==> src/rtl/nibble_serial_adder.sv <==
// Serial multi-word adder: one 4-bit RCA44 slice per clock, ripple carry held
// in a register between slices, valid/ready handshakes on operands and result.

module rca44 (
  input  logic [3:0] a,
  input  logic [3:0] b,
  input  logic       ci,
  output logic [3:0] s,
  output logic       co
);
  always_comb begin
    logic c;
    c = ci;
    s = '0;
    for (int i = 0; i < 4; i++) begin
      s[i] = a[i] ^ b[i] ^ c;
      c    = (a[i] & b[i]) | (c & (a[i] ^ b[i]));
    end
    co = c;
  end
endmodule

module nibble_serial_adder #(
  parameter int NIBBLES = 4
) (
  input  logic                 clk,
  input  logic                 rst,
  input  logic                 in_valid,
  output logic                 in_ready,
  input  logic [4*NIBBLES-1:0] a,
  input  logic [4*NIBBLES-1:0] b,
  input  logic                 cin,
  output logic                 out_valid,
  input  logic                 out_ready,
  output logic [4*NIBBLES-1:0] sum,
  output logic                 cout
);
  localparam int W     = 4 * NIBBLES;
  localparam int IDX_W = (NIBBLES > 1) ? $clog2(NIBBLES) : 1;
  localparam logic [IDX_W-1:0] LAST = IDX_W'(NIBBLES - 1);

  typedef enum logic [1:0] {IDLE, RUN, DONE} state_t;

  state_t           state_q, state_d;
  logic [W-1:0]     sum_q, sum_d;
  logic             cout_q, cout_d;
  logic             carry_q, carry_d;
  logic [IDX_W-1:0] idx_q, idx_d;
  logic             out_valid_q, out_valid_d;
  logic [W-1:0]     a_sh_q, a_sh_d;
  logic [W-1:0]     b_sh_q, b_sh_d;

  logic [3:0]       rca_s;
  logic             rca_co;

  rca44 u_rca44 (
    .a  (a_sh_q[3:0]),
    .b  (b_sh_q[3:0]),
    .ci (carry_q),
    .s  (rca_s),
    .co (rca_co)
  );

  always_comb begin
    state_d = state_q;
    sum_d   = sum_q;
    cout_d  = cout_q;
    carry_d = carry_q;
    idx_d   = idx_q;
    a_sh_d  = a_sh_q;
    b_sh_d  = b_sh_q;
    unique case (state_q)
      IDLE: begin
        if (in_valid) begin
          a_sh_d  = a;
          b_sh_d  = b;
          carry_d = cin;
          idx_d   = '0;
          sum_d   = '0;
          cout_d  = 1'b0;
          state_d = RUN;
        end
      end
      RUN: begin
        sum_d[4*idx_q +: 4] = rca_s;
        carry_d = rca_co;
        a_sh_d  = a_sh_q >> 4;
        b_sh_d  = b_sh_q >> 4;
        if (idx_q == LAST) begin
          // idx parks at zero so it never exceeds the last slice number
          idx_d   = '0;
          cout_d  = rca_co;
          state_d = DONE;
        end else begin
          idx_d = idx_q + 1'b1;
        end
      end
      DONE: begin
        if (out_ready) state_d = IDLE;
      end
      default: state_d = IDLE;
    endcase
    out_valid_d = (state_d == DONE);
  end

  always_ff @(posedge clk or posedge rst) begin
    if (rst) begin
      state_q     <= IDLE;
      sum_q       <= '0;
      cout_q      <= 1'b0;
      carry_q     <= 1'b0;
      idx_q       <= '0;
      out_valid_q <= 1'b0;
    end else begin
      state_q     <= state_d;
      sum_q       <= sum_d;
      cout_q      <= cout_d;
      carry_q     <= carry_d;
      idx_q       <= idx_d;
      out_valid_q <= out_valid_d;
    end
  end

  // operand shift registers are pure data and are always reloaded on accept
  always_ff @(posedge clk) begin
    a_sh_q <= a_sh_d;
    b_sh_q <= b_sh_d;
  end

  assign in_ready  = (state_q == IDLE);
  assign out_valid = out_valid_q;
  assign sum       = sum_q;
  assign cout      = cout_q;
endmodule
==> config.mk <==
export PLATFORM = sky130hd
export DESIGN_NAME = nibble_serial_adder
export DESIGN_NICKNAME = d
export VERILOG_FILES = /design/src/rtl/nibble_serial_adder.sv
export SDC_FILE = /design/constraint.sdc
export NUM_CORES = 1
export LEC_CHECK = 0
export ABC_AREA = 0
export ABC_CLOCK_PERIOD_IN_PS = 4550
export BUFFER_PORTS_ARGS = -buffer_cell sky130_fd_sc_hd__buf_4
export CAP_MARGIN = 20
export CORE_MARGIN = 2
export CORE_UTILIZATION = 57
export CTS_CLUSTER_DIAMETER = 40
export DETAILED_ROUTE_END_ITERATION = 10
export PLACE_DENSITY_LB_ADDON = 0.12
export SLEW_MARGIN = 5
export SYNTH_ARGS = -nofsm -noshare
export SYNTH_HDL_FRONTEND = slang
export SYNTH_SLANG_ARGS = --single-unit
==> constraint.sdc <==
create_clock -name clk -period 4.55 [get_ports clk]
set_clock_uncertainty 0.05 [all_clocks]
set_input_delay 0.6825 -clock clk [delete_from_list [all_inputs] [get_ports clk]]
set_output_delay 0.6825 -clock clk [all_outputs]
set_load 0.01 [all_outputs]
==> flow_summary.json, run 1 <==
{
  "grt_usage_pct": 21.4,
  "vias": 1707,
  "final_cell_area_um2": 3070,
  "worstPathMaxFanout": 4,
  "post-dp-hpwl_um": 3430,
  "synth_top_family_by_area": "simple AND/OR/NAND/NOR gates",
  "n_antenna_cell": 0,
  "grt_max_degree": 35,
  "fin_setup_tns_ps": 0,
  "clk_pin_slew_ps": 90,
  "ys_ff_latch": 55,
  "synthCells": 220,
  "die_area_um2": 4840,
  "syn-cell-area_um2": 2450,
  "grt_pass1_vias": 1715,
  "slowest_stage": "fa_1",
  "criticalPathCategory": "reg2reg",
  "die_y_um": 69.6,
  "min-delay-start": "sum[10]",
  "final.period_utilization_pct": 54.1,
  "synth-edff-count": 32,
  "cts_resized": 0,
  "avgViaCountPerCell": 5.22,
  "synth_xor_area_share_pct": 0,
  "r2r_slack_ps": 2090,
  "async_flop_share_pct": 41.8,
  "muxShareOfSynthArea_pct": 0.408,
  "firstDrtPassIters": 4,
  "syn_area_per_cell_um2": 11.1,
  "htreeDepth": 2,
  "start_util_pct": 60.4,
  "crit_required_ps": 4700,
  "cp_cell_sequence": "inv_1, fa_1, inv_1, fa_1, inv_1, fa_1, inv_1, fa_1, a22o_1",
  "worstReg2RegEnd": "sum[7]",
  "remaining_drc_errors": 0,
  "overflow": 0,
  "reg2reg_from": "carry_q",
  "ctsHoldBuffers": 0,
  "design.portCount": 56,
  "worst_skew_pair.late_latency_ps": 310,
  "wirelength_um": 4800,
  "die_w_um": 69.6,
  "cts-root-buf": "clkbuf_8",
  "final_nets": 321,
  "max_freq_mhz": 407,
  "ys_types": 31,
  "startpoint_type": "flop",
  "synth_adder_area_share_pct": 5.31,
  "port_buffers": 55,
  "ys_top_cells_by_count": "nand2_1 (80), edfxtp_1 (32), dfrtp_1 (23)",
  "slew_headroom_pct": 43.7,
  "core_um2": 4060,
  "yosysMostFrequentCell": "nand2_1",
  "period_needed_ps": 2460,
  "cts_tree": "yes",
  "cap_viol_max_count": 0,
  "cts_buffers": 5,
  "hold_end": "sum[10]",
  "setup_violations": 0,
  "max_stage_delay_ps": 470,
  "yosysSeqAreaShare_pct": 62.7,
  "tightestPinTransition_ps": 844,
  "worstRegToRegCells": 9,
  "num_rows": 23,
  "cts_setup_buffers": 0,
  "power.density_nw_per_um2": 736,
  "status": "finished, final reports clean",
  "rsz0062_at_grt": "false",
  "nFillCells": 285,
  "antenna_found_initial": 0,
  "crit_buf_inv": 4,
  "hold_viol_final": 0,
  "mappedNetlistNets": 265,
  "critPathTopFamily": "adder cells",
  "synth_warnings": 0,
  "p_leak_nw": 1.49,
  "drtAntennaViolNets": 0,
  "clockBufferDepth": 2,
  "place_congestion": 0.799,
  "synth_top_cell_area_share_pct": 39.2,
  "synth_area_leaders": "edfxtp_1 (39%), dfrtp_1 (23%), nand2_1 (12%)",
  "maxSlewViolCount": 0,
  "grt_pass1_wl_um": 7970,
  "clock-sinks": 55,
  "wl_per_cell_um": 14.7,
  "hold_class": "reg2reg",
  "synth-simple-area-share_pct": 18.8,
  "drive_above_1_share_pct": 24.9,
  "peakVddDrop_uv": 375,
  "holdPathStages": 1,
  "postPlaceCellArea_um2": 2920,
  "synth_compound_area_share_pct": 8.88,
  "drtIter0Drc": 160,
  "crit_arrival_ps": 2610,
  "synth_ff_type": "edfxtp_1",
  "end_kind": "flop",
  "areaGrowthSynthToFinish_pct": 25.2,
  "yosys.area.top_type": "edfxtp_1"
}
-- metal layers --
| layer | GRT usage (%) | up-vias | wire (µm) |
|---|---|---|---|
| met4 | 10.5 | 0 | 93 |
| met3 | 4.51 | 9 | 285 |
| li1 | - | 852 | - |
| met5 | 0 | - | 0 |
| met2 | 33.0 | 61 | 2320 |
| met1 | 28.9 | 785 | 2100 |
-- stage by stage --
stage                     setup slack (ps)  std cells  hold slack (ps)  utilization, %  total power, W
after floorplan                       2310        220              434               -         0.00154
after global placement                2240        317              427            71.3         0.00179
after detailed placement              2140        318              427            72.0         0.00187
after CTS                             2100        326              453            75.4         0.00225
after global routing                  2000        327              473            75.6         0.00241
final                                 2090        327              452            75.6         0.00226
-- layout by cell type (no fill, tap or decap) --
cell type   instances
nand4_1             1
and2_1              8
clkbuf_8            5
o31ai_1             1
o21bai_1            1
nor2b_2             1
nand2b_1            4
buf_16              1
nor3_1              1
o22ai_1             2
and4_1              1
buf_4              56
and3b_1             1
nand2_2             1
ha_1                4
fa_1                4
or4_4               1
a21oi_1             2
inv_1              14
edfxtp_1           32
buf_6               1
a21o_1              4
clkinvlp_4          1
bufinv_16           2
mux2i_1             1
or3_1               1
o21ai_0             2
nor2_1              2
or4_1               1
dfrtp_1            23
a22o_1              8
o2bb2ai_1           8
nor4_1              2
nand2_1            80
-- worst max path at each step --
stage,start,endpoint,slack (ps),cells after the start
after floorplan,carry_q,sum[11],2310,9
after detailed placement,carry_q,sum[15],2140,9
after global routing,carry_q,sum[11],2000,9
after CTS,carry_q,sum[7],2100,9
after global placement,state_q[1],sum[8],2240,3
final,carry_q,sum[7],2090,9
-- cell families after synthesis --
logic type / count (synthesis)
buffers and inverters: 23
flip-flops: 55
adder cells (fa/ha/maj): 8
AO/OA/AOI/OAI: 28
multiplexers: 1
AND/OR/NAND/NOR: 105
-- worst register-to-register path, stage by stage (launching register included) --
cell and delay [ps]:
dfrtp_1 360, inv_1 90, fa_1 430, inv_1 80
fa_1 170, inv_1 50, fa_1 350, inv_1 70
fa_1 470, a22o_1 230
-- area by class of cell --
class / count / area [µm²] / area share [%]
multi-input cells: 142 / 822 / 26.8
clock buffers: 5 / 68.8 / 2.24
clock inverters: 3 / 67.6 / 2.20
well taps: 50 / 62.6 / 2.04
inverters: 14 / 52.6 / 1.71
repair buffers: 58 / 459 / 15.0
flip-flops and latches: 55 / 1540 / 50.1
-- sequential cells by signal, summed over array words and instances, names as in the netlist --
| register | flops |
|---|---|
| cout | 1 |
| idx_q | 2 |
| state_q | 2 |
| out_valid | 1 |
| carry_q | 1 |
| b_sh_q | 16 |
| a_sh_q | 16 |
| sum | 16 |
-- report_power, final --
| part | internal [W] | switching [W] | total, W |
|---|---|---|---|
| combinational | 0.000381 | 0.000560 | 0.000941 |
| clock | 0.000219 | 0.000160 | 0.000380 |
| sequential | 0.000825 | 0.000112 | 0.000938 |
| total | 0.00143 | 0.000833 | 0.00226 |
No activity file was read; power rests on OpenSTA's default activity.
==> run 2, diff against run 1 <==
- ABC_CLOCK_PERIOD_IN_PS: 4550 -> 2500
- CORE_UTILIZATION: 57 -> 53
- clock period: 4.55 -> 2.5 ns (I/O delays scaled with it)
==> run 2 against run 1 <==
  * Non-clock buffer count unchanged
  * Critical path depth stayed put
  * Via count down 1.2%
  * Combinational power up 68%
==> flow_summary.json, run 2 (same netlist as run 1, synthesis figures left out) <==
{
  "status": "finished, final reports clean",
  "die_area_um2": 5180,
  "grt_pass1_wl_um": 7310,
  "period_needed_ps": 2370,
  "cts-root-buf": "clkbuf_8",
  "overflow": 0,
  "max_freq_mhz": 422,
  "wirelength_um": 4350,
  "worstPathMaxFanout": 4,
  "maxSlewViolCount": 0,
  "cts_tree": "yes",
  "cts_resized": 0,
  "drive_above_1_share_pct": 24.5,
  "worst_skew_pair.late_latency_ps": 300,
  "vias": 1686,
  "combPwrFrac_pct": 41.4,
  "areaGrowthSynthToFinish_pct": 23.0,
  "num_rows": 24,
  "fin_setup_tns_ps": 0,
  "clk_pin_slew_ps": 100,
  "rsz0062_at_grt": "false",
  "grt_pass1_vias": 1660,
  "drtAntennaViolNets": 0,
  "layout.cells.most_common": "nand2_1",
  "swShare_pct": 37.1,
  "end_kind": "flop",
  "htreeDepth": 2,
  "n_antenna_cell": 0,
  "core_um2": 4410,
  "remaining_drc_errors": 0,
  "ctsHoldBuffers": 0,
  "startpoint_type": "flop",
  "clockBufferDepth": 2,
  "firstDrtPassIters": 4,
  "port_buffers": 55,
  "power_frac_seq_pct": 44.6,
  "place_congestion": 0.774,
  "grt_max_degree": 35,
  "criticalPathCategory": "reg2reg",
  "power.density_nw_per_um2": 1260,
  "tightestPinTransition_ps": 874,
  "final_nets": 321,
  "post-dp-hpwl_um": 3180,
  "crit_arrival_ps": 2510,
  "avgViaCountPerCell": 5.12,
  "design.portCount": 56,
  "setup_violations": 0,
  "hold_viol_final": 0,
  "antenna_found_initial": 0,
  "dpl_worst_slack_ps": 129,
  "clock-sinks": 55,
  "crit_required_ps": 2640,
  "grt_usage_pct": 18.3,
  "p_int_w": 0.00240,
  "die_y_um": 72.0,
  "layout_setup_ws_ps": 130,
  "cts_setup_buffers": 0,
  "clkPwrFrac_pct": 13.9,
  "final_cell_mix": "nand2_1 (80), buf_4 (58), edfxtp_1 (32)",
  "die_w_um": 72.0,
  "start_util_pct": 55.5,
  "drtIter0Drc": 90,
  "hold_class": "in2async",
  "final.period_utilization_pct": 94.8,
  "cts_buffers": 5,
  "slew_headroom_pct": 41.7,
  "switching_power_w": 0.00141,
  "wl_per_cell_um": 13.2,
  "peakVddDrop_uv": 579,
  "p_leak_nw": 1.47,
  "cap_viol_max_count": 0
}
[run 2: cell count changes in the layout (fill, tap and decap cells not counted), sizes merged]
cell	previous run	this run
bufinv	2	0
clkinvlp	1	0
clkbuf	5	8
[run 2: layout make-up]
cell class / count / area, µm²
Tap cell: 52 / 65.1
Multi-Input combinational cell: 142 / 822
Fill cell: 348 / 1400
Sequential cell: 55 / 1540
Timing Repair Buffer: 58 / 435
Inverter: 14 / 52.6
Clock buffer: 8 / 103
[run 2: final timing paths]
kind / start / endpoint / slack [ps] / cells after the start
min in group clk: b[0] / b_sh_q[0] / 280 / 3
min: rst / out_valid / 200 / 2
min reg2reg: sum[14] / sum[14] / 450 / 1
max: carry_q / sum[11] / 130 / 9
max in group asynchronous: rst / sum[1] / 1650 / 2
max reg2reg: carry_q / sum[11] / 130 / 9
[run 2: through the flow]
stage / power (W) / instances / hold WS, ps / utilization (%) / cell area [µm²]
after global routing: 0.00413 / 329 / 276 / 68.3 / 3010
after detailed placement: 0.00332 / 321 / 428 / 66.0 / 2910
after global placement: 0.00328 / 321 / 426 / 66.0 / 2910
final: 0.00381 / 329 / 204 / 68.3 / 3010
after CTS: 0.00385 / 329 / 215 / 68.3 / 3010
after floorplan: 0.00281 / 220 / 327 / - / 2450
[run 2: power groups by stage]
stage | combinational [W] | sequential, W | clock, W
after floorplan | 0.00112 | 0.00169 | 0
after global placement | 0.00157 | 0.00171 | 0
after detailed placement | 0.00160 | 0.00172 | 0
after CTS | 0.00160 | 0.00170 | 0.000540
after global routing | 0.00180 | 0.00175 | 0.000580
final | 0.00158 | 0.00170 | 0.000532
[run 2: worst max-delay path: stages, from the launching register on]
cell and delay [ps]:
dfrtp_1 340, inv_1 70, fa_1 420, inv_1 80, fa_1 150, inv_1 50
fa_1 350, inv_1 70, fa_1 460, a22o_1 220
[run 2: per-layer routing]
layer / vias to the layer above / part of all wire (%) / GRT usage (%)
met5: - / 0 / 0
met4: 0 / 0.71 / 5.03
met3: 4 / 4.1 / 4.31
met2: 40 / 48 / 30.7
met1: 787 / 47 / 24.2
li1: 855 / - / -
==> run 3, diff against run 2 <==
- CORE_UTILIZATION: 53 -> 40
==> run 3 against run 2 <==
  * Sequential power about the same
  * Design area up 1.4%
  * First-iteration DRC count down 16%
  * Worst setup slack better by 40 ps
  * Critical endpoint unchanged
  * Largest power group unchanged
  * Clock power up 7.1%
  * Power up 1.6%
==> flow_summary.json, run 3 (same netlist as run 1, synthesis figures left out) <==
{
  "status": "finished, final reports clean",
  "final.period_utilization_pct": 93.2,
  "criticalPathCategory": "reg2reg",
  "gr-usage-met2_pct": 24.0,
  "ctsHoldBuffers": 0,
  "clk_pin_slew_ps": 100,
  "holdWs_ps": 209,
  "cts_buffers": 5,
  "worst_skew_pair.late_latency_ps": 300,
  "power_frac_seq_pct": 43.9,
  "worstPathMaxFanout": 4,
  "n_antenna_cell": 0,
  "clockBufferDepth": 2,
  "die_y_um": 82.3,
  "final_cell_mix": "nand2_1 (80), buf_4 (59), edfxtp_1 (32)",
  "combPwrFrac_pct": 41.4,
  "peakVddDrop_uv": 439,
  "grt_pass1_vias": 1625,
  "cts_resized": 0,
  "use_met1_pct": 19.2,
  "die_area_um2": 6770,
  "grt_usage_pct": 14.7,
  "crit_required_ps": 2640,
  "postPlaceCellArea_um2": 2950,
  "drive_above_1_share_pct": 24.8,
  "grt.busiest_layer": "met2",
  "layout_setup_ws_ps": 170,
  "grt_use_met3_pct": 3.37,
  "rsz0062_at_grt": "false",
  "post-dp-hpwl_um": 3280,
  "vias": 1689,
  "fin_setup_tns_ps": 0,
  "p_leak_nw": 1.48,
  "num_rows": 28,
  "wl_per_cell_um": 12.9,
  "dpl_worst_slack_ps": 175,
  "power.density_nw_per_um2": 1270,
  "overflow": 0,
  "drtAntennaViolNets": 0,
  "final_nets": 322,
  "htreeDepth": 2,
  "tightestPinTransition_ps": 884,
  "grt_pass1_wl_um": 7510,
  "antenna_found_initial": 0,
  "hold_viol_final": 0,
  "cts_tree": "yes",
  "avgViaCountPerCell": 4.78,
  "cap_viol_max_count": 0,
  "core_um2": 5920,
  "period_needed_ps": 2330,
  "end_kind": "flop",
  "grt_max_degree": 35,
  "cts_setup_buffers": 0,
  "cts-root-buf": "clkbuf_8",
  "clock-sinks": 55,
  "start_util_pct": 41.4,
  "setup_violations": 0,
  "layout.cells.most_common": "nand2_1",
  "remaining_drc_errors": 0,
  "place_congestion": 0.774,
  "slew_headroom_pct": 41.0,
  "design.portCount": 56,
  "p_int_w": 0.00244,
  "firstDrtPassIters": 5,
  "max_freq_mhz": 429,
  "swShare_pct": 36.9,
  "wirelength_um": 4560,
  "drtIter0Drc": 76,
  "port_buffers": 55,
  "crit_arrival_ps": 2470,
  "die_w_um": 82.3,
  "hold_class": "in2async",
  "final_cell_area_um2": 3060,
  "switching_power_w": 0.00143,
  "areaGrowthSynthToFinish_pct": 24.7,
  "startpoint_type": "flop",
  "maxSlewViolCount": 0,
  "clkPwrFrac_pct": 14.7
}
[run 3: cell types whose count changed in the layout (fill, tap and decap cells not counted)]
cell,before,now
clkbuf_16,1,0
clkbuf_2,1,0
buf_4,58,59
bufinv_16,0,1
clkinvlp_2,0,1
clkinv_1,0,1
clkbuf_1,1,0
[run 3: area by class of cell]
| class | instances | area [µm²] |
|---|---|---|
| Clock inverter | 3 | 38.8 |
| Timing Repair Buffer | 59 | 443 |
| Tap cell | 75 | 93.8 |
| Inverter | 14 | 52.6 |
| Fill cell | 535 | 2870 |
| Multi-Input combinational cell | 142 | 822 |
| Clock buffer | 5 | 68.8 |
| Sequential cell | 55 | 1540 |
[run 3: power groups by stage]
| stage | Sequential [W] | Combinational, W | Clock [W] |
|---|---|---|---|
| 2_1_floorplan | 0.00169 | 0.00112 | 0 |
| 3_3_place_gp | 0.00171 | 0.00162 | 0 |
| 3_5_place_dp | 0.00173 | 0.00164 | 0 |
| 4_1_cts | 0.00171 | 0.00165 | 0.000586 |
| 5_1_grt | 0.00174 | 0.00184 | 0.000628 |
| 6_report | 0.00170 | 0.00160 | 0.000570 |
[run 3: path summary, 6_finish.rpt]
check                        start        end  slack (ps)  depth (start not counted)
setup / recovery           carry_q    sum[11]         170                          9
hold / removal                 rst     sum[8]         210                          2
setup reg to reg           carry_q    sum[11]         170                          9
hold reg to reg            sum[10]    sum[10]         450                          1
max in group asynchronous      rst   idx_q[1]        1650                          2
min in group clk              b[2]  b_sh_q[2]         290                          3
[run 3: critical path: stages (launching register included)]
cell     delay, ps
dfrtp_1        330
inv_1           60
fa_1           410
inv_1           70
fa_1           150
inv_1           50
fa_1           340
inv_1           70
fa_1           460
a22o_1         220
[run 3: stage by stage]
step | std cells | util (%) | power (W)
finish | 353 | 51.6 | 0.00387
global placement | 345 | 49.8 | 0.00334
detailed placement | 345 | 49.8 | 0.00337
global route | 353 | 51.6 | 0.00421
CTS | 353 | 51.6 | 0.00394
floorplan | 220 | - | 0.00281
[run 3: per-layer routing]
metal  share of wire [%]  routed length, µm
met5                   0                  0
met3                 6.0                272
met2                  47               2160
met1                  46               2090
met4                0.92                 42
